### src/rtl/rr_arb4way.sv
// Four-source round-robin arbiter with a valid/ready output handshake.
// Registered select/grant drive an external 4-way data mux; accepted beats are counted.
module rr_arb4way #(
  parameter int unsigned COUNT_WIDTH = 8
) (
  input  logic                   clk,
  input  logic                   resetN,
  input  logic [3:0]             req,
  input  logic                   outReady,
  output logic [1:0]             select,
  output logic [3:0]             grant,
  output logic                   outValid,
  output logic [COUNT_WIDTH-1:0] grantCount
);

  localparam int unsigned NUM_SRC = 4;
  localparam int unsigned IDX_W   = 2;

  typedef enum logic {
    IDLE = 1'b0,
    HOLD = 1'b1
  } state_t;

  state_t           state;
  logic [IDX_W-1:0] last_grant;

  logic             handshake;
  logic [IDX_W-1:0] base_idx;
  logic [IDX_W-1:0] pick_idx;
  logic             pick_found;
  logic [IDX_W-1:0] cand_idx;

  // Priority starts just after the base: the previous winner, or the beat being accepted now.
  always_comb begin
    handshake  = (state == HOLD) && outReady;
    base_idx   = handshake ? select : last_grant;
    pick_idx   = base_idx;
    pick_found = 1'b0;
    cand_idx   = base_idx;
    for (int unsigned k = 1; k <= NUM_SRC; k++) begin
      cand_idx = IDX_W'(base_idx + IDX_W'(k));
      if (!pick_found && req[cand_idx]) begin
        pick_idx   = cand_idx;
        pick_found = 1'b1;
      end
    end
  end

  always_ff @(posedge clk or negedge resetN) begin
    if (!resetN) begin
      state      <= IDLE;
      select     <= '0;
      grant      <= '0;
      outValid   <= 1'b0;
      grantCount <= '0;
      last_grant <= IDX_W'(NUM_SRC - 1);
    end else begin
      case (state)
        IDLE: begin
          if (pick_found) begin
            state    <= HOLD;
            select   <= pick_idx;
            grant    <= 4'b0001 << pick_idx;
            outValid <= 1'b1;
          end
        end
        HOLD: begin
          // Without outReady the current beat is frozen, whatever req does.
          if (outReady) begin
            last_grant <= select;
            grantCount <= grantCount + COUNT_WIDTH'(1);
            if (pick_found) begin
              select <= pick_idx;
              grant  <= 4'b0001 << pick_idx;
            end else begin
              state    <= IDLE;
              grant    <= '0;
              outValid <= 1'b0;
            end
          end
        end
        default: begin
          state    <= IDLE;
          grant    <= '0;
          outValid <= 1'b0;
        end
      endcase
    end
  end

endmodule

### config.mk
export PLATFORM = sky130hd
export DESIGN_NAME = rr_arb4way
export DESIGN_NICKNAME = d
export VERILOG_FILES = /design/src/rtl/rr_arb4way.sv
export SDC_FILE = /design/constraint.sdc
export NUM_CORES = 1
export LEC_CHECK = 0
export CAP_MARGIN = 20
export CORE_UTILIZATION = 50
export DETAILED_ROUTE_END_ITERATION = 10
export DONT_BUFFER_PORTS = 1
export SLEW_MARGIN = 20
export SYNTH_ARGS = -nofsm -noshare
export SYNTH_HDL_FRONTEND = slang
export SYNTH_SLANG_ARGS = --single-unit
export TNS_END_PERCENT = 30
### constraint.sdc
create_clock -name clk -period 4.2 [get_ports clk]
set_input_delay 0.84 -clock clk [delete_from_list [all_inputs] [get_ports clk]]
set_output_delay 0.84 -clock clk [all_outputs]
set_load 0.03 [all_outputs]
## After elaboration in Yosys (flattened, before gate mapping)

Index checks and enable logic that the tools add are counted.

| storage, ports and cells | value |
|---|---|
| register bits | 18 |
| output and inout bits | 15 |
| input bits | 7 |
| word-level logic and storage cells | 60 |

| operators by class | value |
|---|---|
| add/subtract/negate cells | 4 |
| eq/ne operators | 3 |
| bitwise operators | 1 |
| shift operators | 1 |
| $lt $le $gt $ge | 4 |
| reduce and logical (&&, ||, !) cells | 10 |
| mux-type cells | 31 |

Operators by type and width:

| operator | count |
|---|---|
| 2-bit two-way mux | 7 |
| 1-bit two-way mux | 13 |
| 2-bit by 3-bit less-than comparator with 1-bit output, second input constant | 4 |
| 4-bit two-way mux | 3 |
| 8-bit by 1-bit adder with 8-bit output, second input constant | 1 |
| 1-bit binary-select mux with 2-bit select | 4 |
| 4-bit one-hot mux with 2 select lines | 1 |
| 2-bit inequality test, second input constant | 3 |
| 2-bit adder, second input constant | 2 |
| 1-bit logical AND | 4 |
| 1-bit one-hot mux with 2 select lines | 2 |
| 2-bit one-hot mux with 2 select lines | 1 |
| 2-bit AND reduction | 2 |
| 1-bit by 2-bit << shifter with 4-bit output, first input constant | 1 |
| 1-bit zero test | 3 |
| 3-bit AND reduction | 1 |
| 2-bit by 1-bit adder with 2-bit output, second input constant | 1 |
| 1-bit NOT | 1 |

## Depth between registers and ports, before layout

Gate-level depths: netlist (run 1).

| depth | value |
|---|---|
| depth in word-level cells | 19 |
| mapped depth | 6 |
| depth with buffers taken out | 6 |

## Least setup slack after synthesis (run 1)

No wires, ideal clock.

| timing | value |
|---|---|
| path type | input to register |
| start | input outReady |
| end | register grant[2] |
| data arrival time | 1.868 ns |
| data required time | 4.078 ns |
| path buffers | 0 |
| setup slack | 2.210 ns |
| stages | 5 |
| library setup time | 0.122 ns |
| cell sequence | and3_1 -> o31ai_1 -> nand2_1 -> a211o_1 -> a32o_1 |

| on the way | value |
|---|---|
| cells in the longest elaborated chain, start to end | 19 |
| elaborated cells between the ends (all ways) | 35 |
| classes of those cells | add/sub: 3; eq/ne: 2; shift: 1; mux: 21; reduce/logical: 8 |

Ends and longest elaborated chain:

| element | RTL line | RTL |
|---|---|---|
| start, declared | 9 | `input logic outReady,` |
| 1-bit logical AND | 35 | `handshake = (state == HOLD) && outReady;` |
| 2-bit two-way mux | 36 | `base_idx = handshake ? select : last_grant;` |
| 2-bit by 1-bit adder with 2-bit output | 41 | `cand_idx = IDX_W'(base_idx + IDX_W'(k));` |
| 1-bit binary-select mux with 2-bit select | 42 | `if (!pick_found && req[cand_idx]) begin` |
| 1-bit two-way mux (implied by the code) | 42 |  |
| 1-bit two-way mux | 42 |  |
| 1-bit zero test | 42 |  |
| 1-bit logical AND | 42 |  |
| [... 3 more ...] | -- |  |
| 1-bit two-way mux | 42 |  |
| 1-bit zero test | 42 |  |
| 1-bit logical AND | 42 |  |
| 2-bit two-way mux | 42 |  |
| 1-bit by 2-bit << shifter with 4-bit output | 63, 74 |  |
| 4-bit two-way mux | 72 | `if (pick_found) begin` |
| 4-bit two-way mux | 69 | `if (outReady) begin` |
| 4-bit one-hot mux with 2 select lines | 58 | `case (state)` |
| end signal, assigned | 63 | `grant <= 4'b0001 << pick_idx;` |
| end signal, assigned | 74 | `grant <= 4'b0001 << pick_idx;` |
| end, declared | 11 | `output logic [3:0] grant,` |

Parallel ways exist; a longest one is shown, timed or not. The select of a mux whose other input is x is not followed.
A chain may end at the register's enable or synchronous reset.

## Worst setup path after layout (run 1)

| timing | value |
|---|---|
| start | register select[0] |
| end | register grant[3] |

| on the way | value |
|---|---|
| cells in the longest elaborated chain, start to end | 18 |
| elaborated cells between the ends (all ways) | 33 |
| classes of those cells | add/sub: 3; eq/ne: 1; shift: 1; mux: 21; reduce/logical: 7 |

Ends and longest elaborated chain:

| element | RTL line | RTL |
|---|---|---|
| start, declared | 10 | `output logic [1:0] select,` |
| start signal, assigned | 62 | `select <= pick_idx;` |
| start signal, assigned | 73 | `select <= pick_idx;` |
| 2-bit two-way mux * | 36 |  |
| 2-bit by 1-bit adder with 2-bit output | 41 |  |
| 1-bit binary-select mux with 2-bit select | 42 |  |
| 1-bit two-way mux (implied by the code) | 42 |  |
| 1-bit two-way mux | 42 |  |
| 1-bit zero test | 42 |  |
| 1-bit logical AND | 42 |  |
| 1-bit two-way mux | 42 |  |
| [... 2 more ...] | -- |  |
| 1-bit two-way mux | 42 |  |
| 1-bit zero test | 42 |  |
| 1-bit logical AND | 42 |  |
| 2-bit two-way mux | 42 |  |
| 1-bit by 2-bit << shifter with 4-bit output | 63, 74 |  |
| 4-bit two-way mux | 72 |  |
| 4-bit two-way mux | 69 |  |
| 4-bit one-hot mux with 2 select lines | 58 |  |

Mark *: on every way between the ends. The rest lies on a longest branch, timed or not. The select of a mux whose other input is x is not followed.

==> reports/results.tsv, run 1 <==
metric	value	unit
outcome	complete, but fails checks	
violations	design-rule violations	
grt_overflow_total	0	
ys_types	35	
drive_gt1_frac	0.163	
synth_most_common_cell	dfrtp_1	
die_y	44.2	um
crit_chain	and3_1 > o31ai_1 > nand2_1 > a211o_1 > a32o_1	
yosys_warnings	0	
core-area	1580	um^2
power.leakage	0.411	nW
min_path_type	in -> async	
syn_nets	91	
drcViolationCount	3	
drt-total-wl	1.61	mm
rows	14	
synth_seq_area_share	0.510	
tightest_slew	0.486	ns
routedWlPerCell	15.7	um
fin_tns_setup	0	ns
setup_viol	0	
nNetsFinal	95	
clock_latency	0.29	ns
synth_cells	83	
finalCritPeriodShare	0.434	
critical-path-max-stage-delay	0.53	ns
numPortBuffers	0	
synth_area_per_cell	10.7	um^2
synth_edf_count	0	
post_cts_resized	0	
required	4.38	ns
synth.cells.most_frequent	dfrtp_1, nand2_1, xnor2_1	
post-place-ws	2.11	ns
netlist.area_leader.share	0.451	
avgViaCountPerCell	6.22	
dr.pass1.iters	7	
cts_buffers	3	
synth_top_area_cell	dfrtp_1	
die_area	1950	um^2
cts_sinks	18	
cts.clk_slew.worst_paths	0.10	ns
ant_nets	0	
initial_utilization	0.563	
grt.total_usage	0.199	
r2r_slack	2.38	ns
power_density	623	nW/um^2
place_congestion	0.836	
maxSlewHeadroom	0.673	
r2r_cells	5	
fin_cells	102	
synthTopCellsByArea	dfrtp_1, dfstp_2, xnor2_1, nand2_1, a32o_1	
drt_iter0_markers	12	
finalHoldViolCount	0	
period_needed	1.82	ns
ios	22	
peakVddDrop	0.000311	V
dp.cells	98	
synthArstFlopShare	1.00	
htree_levels	1	
area_growth	5.92	%
startpoint_type	register	
hpwl	1.22	mm
rr_startpoint	select[0]	
grt_pass1_wl	2.81	mm
antenna_found_initial	0	
syn-cell-area	888	um^2
postLayoutSetupSlackWorst	2.38	ns
synth_flop_cell	dfrtp_1	
postCtsHoldBufs	0	
end_kind	register	
grt_max_degree	19	
rsz0062_at_grt	false	
clockBufferDepth	2	
r2r-end	grant[3]	
cts_tree	built	
critPathSlowestCell	dfrtp_1	
fmax	549	MHz
cp_max_fo	4	
crit_arrival	2.01	ns
worstSetupPathType	reg -> reg	
synth_seq_cells	18	
post_cts_buffers	0	
maxCapViolations	0	
die_w	44.2	um
first_global_vias	626	
diodes	0	
vias	634	
drv_slew	0	
finClkSkew	0.00432	ns
cts_root_buffer	clkbuf_4	
layout make-up:
class	count	area [um^2]
Fill cell	147	636
Sequential cell	18	453
Multi-Input combinational cell	59	413
Tap cell	16	20.0
Clock buffer	4	36.3
Inverter	5	18.8
stage by stage:
step | area (um^2) | power [W] | utilization | hold slack, ns
finish | 941 | 0.000586 | 0.597 | 0.228
floorplan | 888 | 0.000460 | - | 0.538
global route | 941 | 0.000627 | 0.597 | 0.192
global placement | 905 | 0.000484 | 0.574 | 0.545
detailed placement | 905 | 0.000487 | 0.574 | 0.545
CTS | 941 | 0.000594 | 0.597 | 0.212
worst max path at each step:
stage	startpoint	endpoint	slack, ns	depth (start not counted)
floorplan	outReady	grant[2]	2.21	5
global placement	outReady	grant[3]	2.14	5
detailed placement	outReady	grant[2]	2.11	5
CTS	select[0]	grant[2]	2.38	5
global route	select[1]	grant[1]	2.30	5
finish	select[0]	grant[3]	2.38	5
report_power, final:
group | internal, W | total [W] | switching (W)
combinational | 0.0000592 | 0.000114 | 0.0000544
clock | 0.0000528 | 0.000105 | 0.0000520
sequential | 0.000224 | 0.000368 | 0.000144
total | 0.000336 | 0.000586 | 0.000251
sequential cells by signal, indices dropped and copies added (netlist names):
signal,flops
grantCount,8
grant,4
outValid,1
select,2
last_grant,2
state,1
layer usage:
| layer | GRT usage | wire length [um] |
|---|---|---|
| met1 | 0.282 | 786 |
| met2 | 0.271 | 723 |
| met3 | 0.0857 | 97 |
| met4 | 0.0727 | 0 |
| met5 | 0 | 0 |
worst max-delay path, delay by kind of cell, from the launching register on:
kind / cells / cell delay (ns)
compound gates: 3 / 0.82
flops: 1 / 0.53
simple gates: 2 / 0.37
cell usage in the layout (no fill, tap or decap), types with 2 or more instances in the layout:
cell	count
inv_1	3
and3_1	2
clkbuf_4	3
dfstp_2	2
xnor2_1	6
nor2_1	2
dfrtp_1	16
o21ai_0	3
a32o_1	4
nand4_1	4
a21oi_1	2
a211oi_2	3
nand2_1	13
cell families after synthesis:
kind of cell	count (synthesis)	share of synthesized area
and+or+nand+nor	29	0.163
buffers and inverters	6	0.0253
DFF	18	0.510
AOI/OAI and AO/OA	22	0.218
adders and majority gates	1	0.0141
xor gates and xnor gates	7	0.0690
Power figures use the tool's default switching activity.
==> inputs of run 2 (changes only) <==
Clock period 4.2 ns to 1.85 ns, I/O delays scaled along.
==> run 2 against run 1 <==
Net effect: the flow still finishes with violations (design-rule violations); register-to-register slack got worse by 2.3 ns; via count rose by 4.4%; non-clock buffer count rose by 5; worst hold slack got worse by 0.023 ns; total power rose by 130%; combinational power rose to 3.5 times the previous value; die area did not move; utilization rose by 1.9 points; clock-buffer cell count did not move; critical path type unchanged; largest power group unchanged.
==> reports/results.tsv, run 2 (synthesized netlist as in run 1, its figures left out) <==
metric	value	unit
die_w	44.2	um
drive_gt1_frac	0.187	
grt.total_usage	0.204	
htree_levels	1	
antenna_found_initial	0	
dpl_cell_area	935	um^2
nNetsFinal	100	
die_y	44.2	um
end_kind	register	
grt_max_degree	19	
grt_overflow_total	0	
cts_root_buffer	clkbuf_4	
grt_pass1_wl	2.93	mm
routedWlPerCell	15.6	um
tightest_slew	0.798	ns
drt_iter0_markers	14	
setup_viol	0	
largest_register_ffs	8	
critPathSlowestCell	dfrtp_1	
initial_utilization	0.563	
finalHoldViolCount	0	
cts_tree	built	
period_needed	1.73	ns
drcViolationCount	2	
p_seq_frac	0.555	
power_density	1400	nW/um^2
ios	22	
cts.clk_slew.worst_paths	0.09	ns
cts_buffers	3	
numPortBuffers	0	
p_sw	0.000588	W
core-area	1580	um^2
required	2.03	ns
postLayoutSetupSlackWorst	0.117	ns
worstSetupPathType	reg -> reg	
ant_nets	0	
switching_share	0.433	
startpoint_type	register	
rows	14	
place_congestion	0.854	
maxCapViolations	0	
post-place-ws	0.119	ns
crit_arrival	1.92	ns
drt-total-wl	1.67	mm
post_cts_resized	0	
final_common_cell	dfrtp_1	
drv_slew	0	
cts_sinks	18	
path_buf_inv	0	
diodes	0	
p_int	0.000769	W
mostFrequentLayoutCells	dfrtp_1, nand2_1, xnor2_1	
finClkSkew	0.00620	ns
regMostFlops	grantCount	
crit_chain	and3_1 > or2_4 > o32ai_2 > a21oi_1 > a32o_1	
avgViaCountPerCell	6.19	
crit_family	compound AO/OA/AOI/OAI gates	
postLayoutCellArea	971	um^2
peakVddDrop	0.000679	V
critical-path-max-stage-delay	0.47	ns
dr.pass1.iters	7	
hpwl	1.30	mm
first_global_vias	673	
fin_util	0.616	
fmax	577	MHz
clockBufferDepth	2	
r2r_slack	0.12	ns
rsz0062_at_grt	false	
top_regs	grantCount: 8 flops, grant: 4 flops	
p_clk_frac	0.148	
outcome	complete, but fails checks	
fin_tns_setup	0	ns
violations	design-rule violations	
power.leakage	0.428	nW
finalCritPeriodShare	0.937	
vias	662	
min_path_type	in -> reg	
clock_latency	0.29	ns
maxSlewHeadroom	0.466	
area_growth	9.30	%
p_comb_frac	0.297	
cp_max_fo	9	
die_area	1950	um^2
[run 2: what timing repair did]
item	in CTS	in global routing
hold buffers	1	0
setup buffers	0	0
setup endpoints to repair	0	0
hold endpoints to repair	18	0
[run 2: worst paths after layout]
check,depth (start not counted),start,end
hold reg to reg,1,state,outValid
setup / recovery,5,state,grant[0]
max in group asynchronous,1,resetN,select[1]
setup reg to reg,5,state,grant[0]
hold / removal,2,req[3],state
min in group asynchronous,1,resetN,grantCount[0]
[run 2: area by class of cell]
type	instances	area, um^2
clock buffers	4	26.3
inverters	5	18.8
repair buffers	5	40.0
flip-flops and latches	18	453
multi-input cells	59	413
well taps	16	20.0
fillers	143	606
[run 2: per-layer routing]
| metal | part of all wire | track usage | wire [um] |
|---|---|---|---|
| met5 | 0 | 0 | 0 |
| met4 | 0.0084 | 0.0727 | 14 |
| met3 | 0.063 | 0.0531 | 105 |
| met2 | 0.45 | 0.303 | 745 |
| met1 | 0.48 | 0.290 | 809 |
[run 2: power groups by stage]
stage / sequential (W) / clock [W] / combinational [W]
final: 0.000753 / 0.000200 / 0.000404
after detailed placement: 0.000766 / 0 / 0.000395
after floorplan: 0.000817 / 0 / 0.000227
after global routing: 0.000775 / 0.000226 / 0.000443
after global placement: 0.000762 / 0 / 0.000389
after CTS: 0.000756 / 0.000213 / 0.000407
[run 2: worst reg2reg max path, stage by stage (launching register included)]
cell and delay, ns:
dfrtp_1 0.47, and3_1 0.23, or2_4 0.27, o32ai_2 0.29, a21oi_1 0.10, a32o_1 0.27
[run 2: through the flow]
| stage | cells | total power (W) | hold slack, ns |
|---|---|---|---|
| 4_1_cts | 107 | 0.00138 | 0.199 |
| 3_3_place_gp | 102 | 0.00115 | 0.0748 |
| 2_1_floorplan | 83 | 0.00104 | 0.0744 |
| 3_5_place_dp | 102 | 0.00116 | 0.0750 |
| 6_report | 107 | 0.00136 | 0.205 |
| 5_1_grt | 107 | 0.00144 | 0.200 |
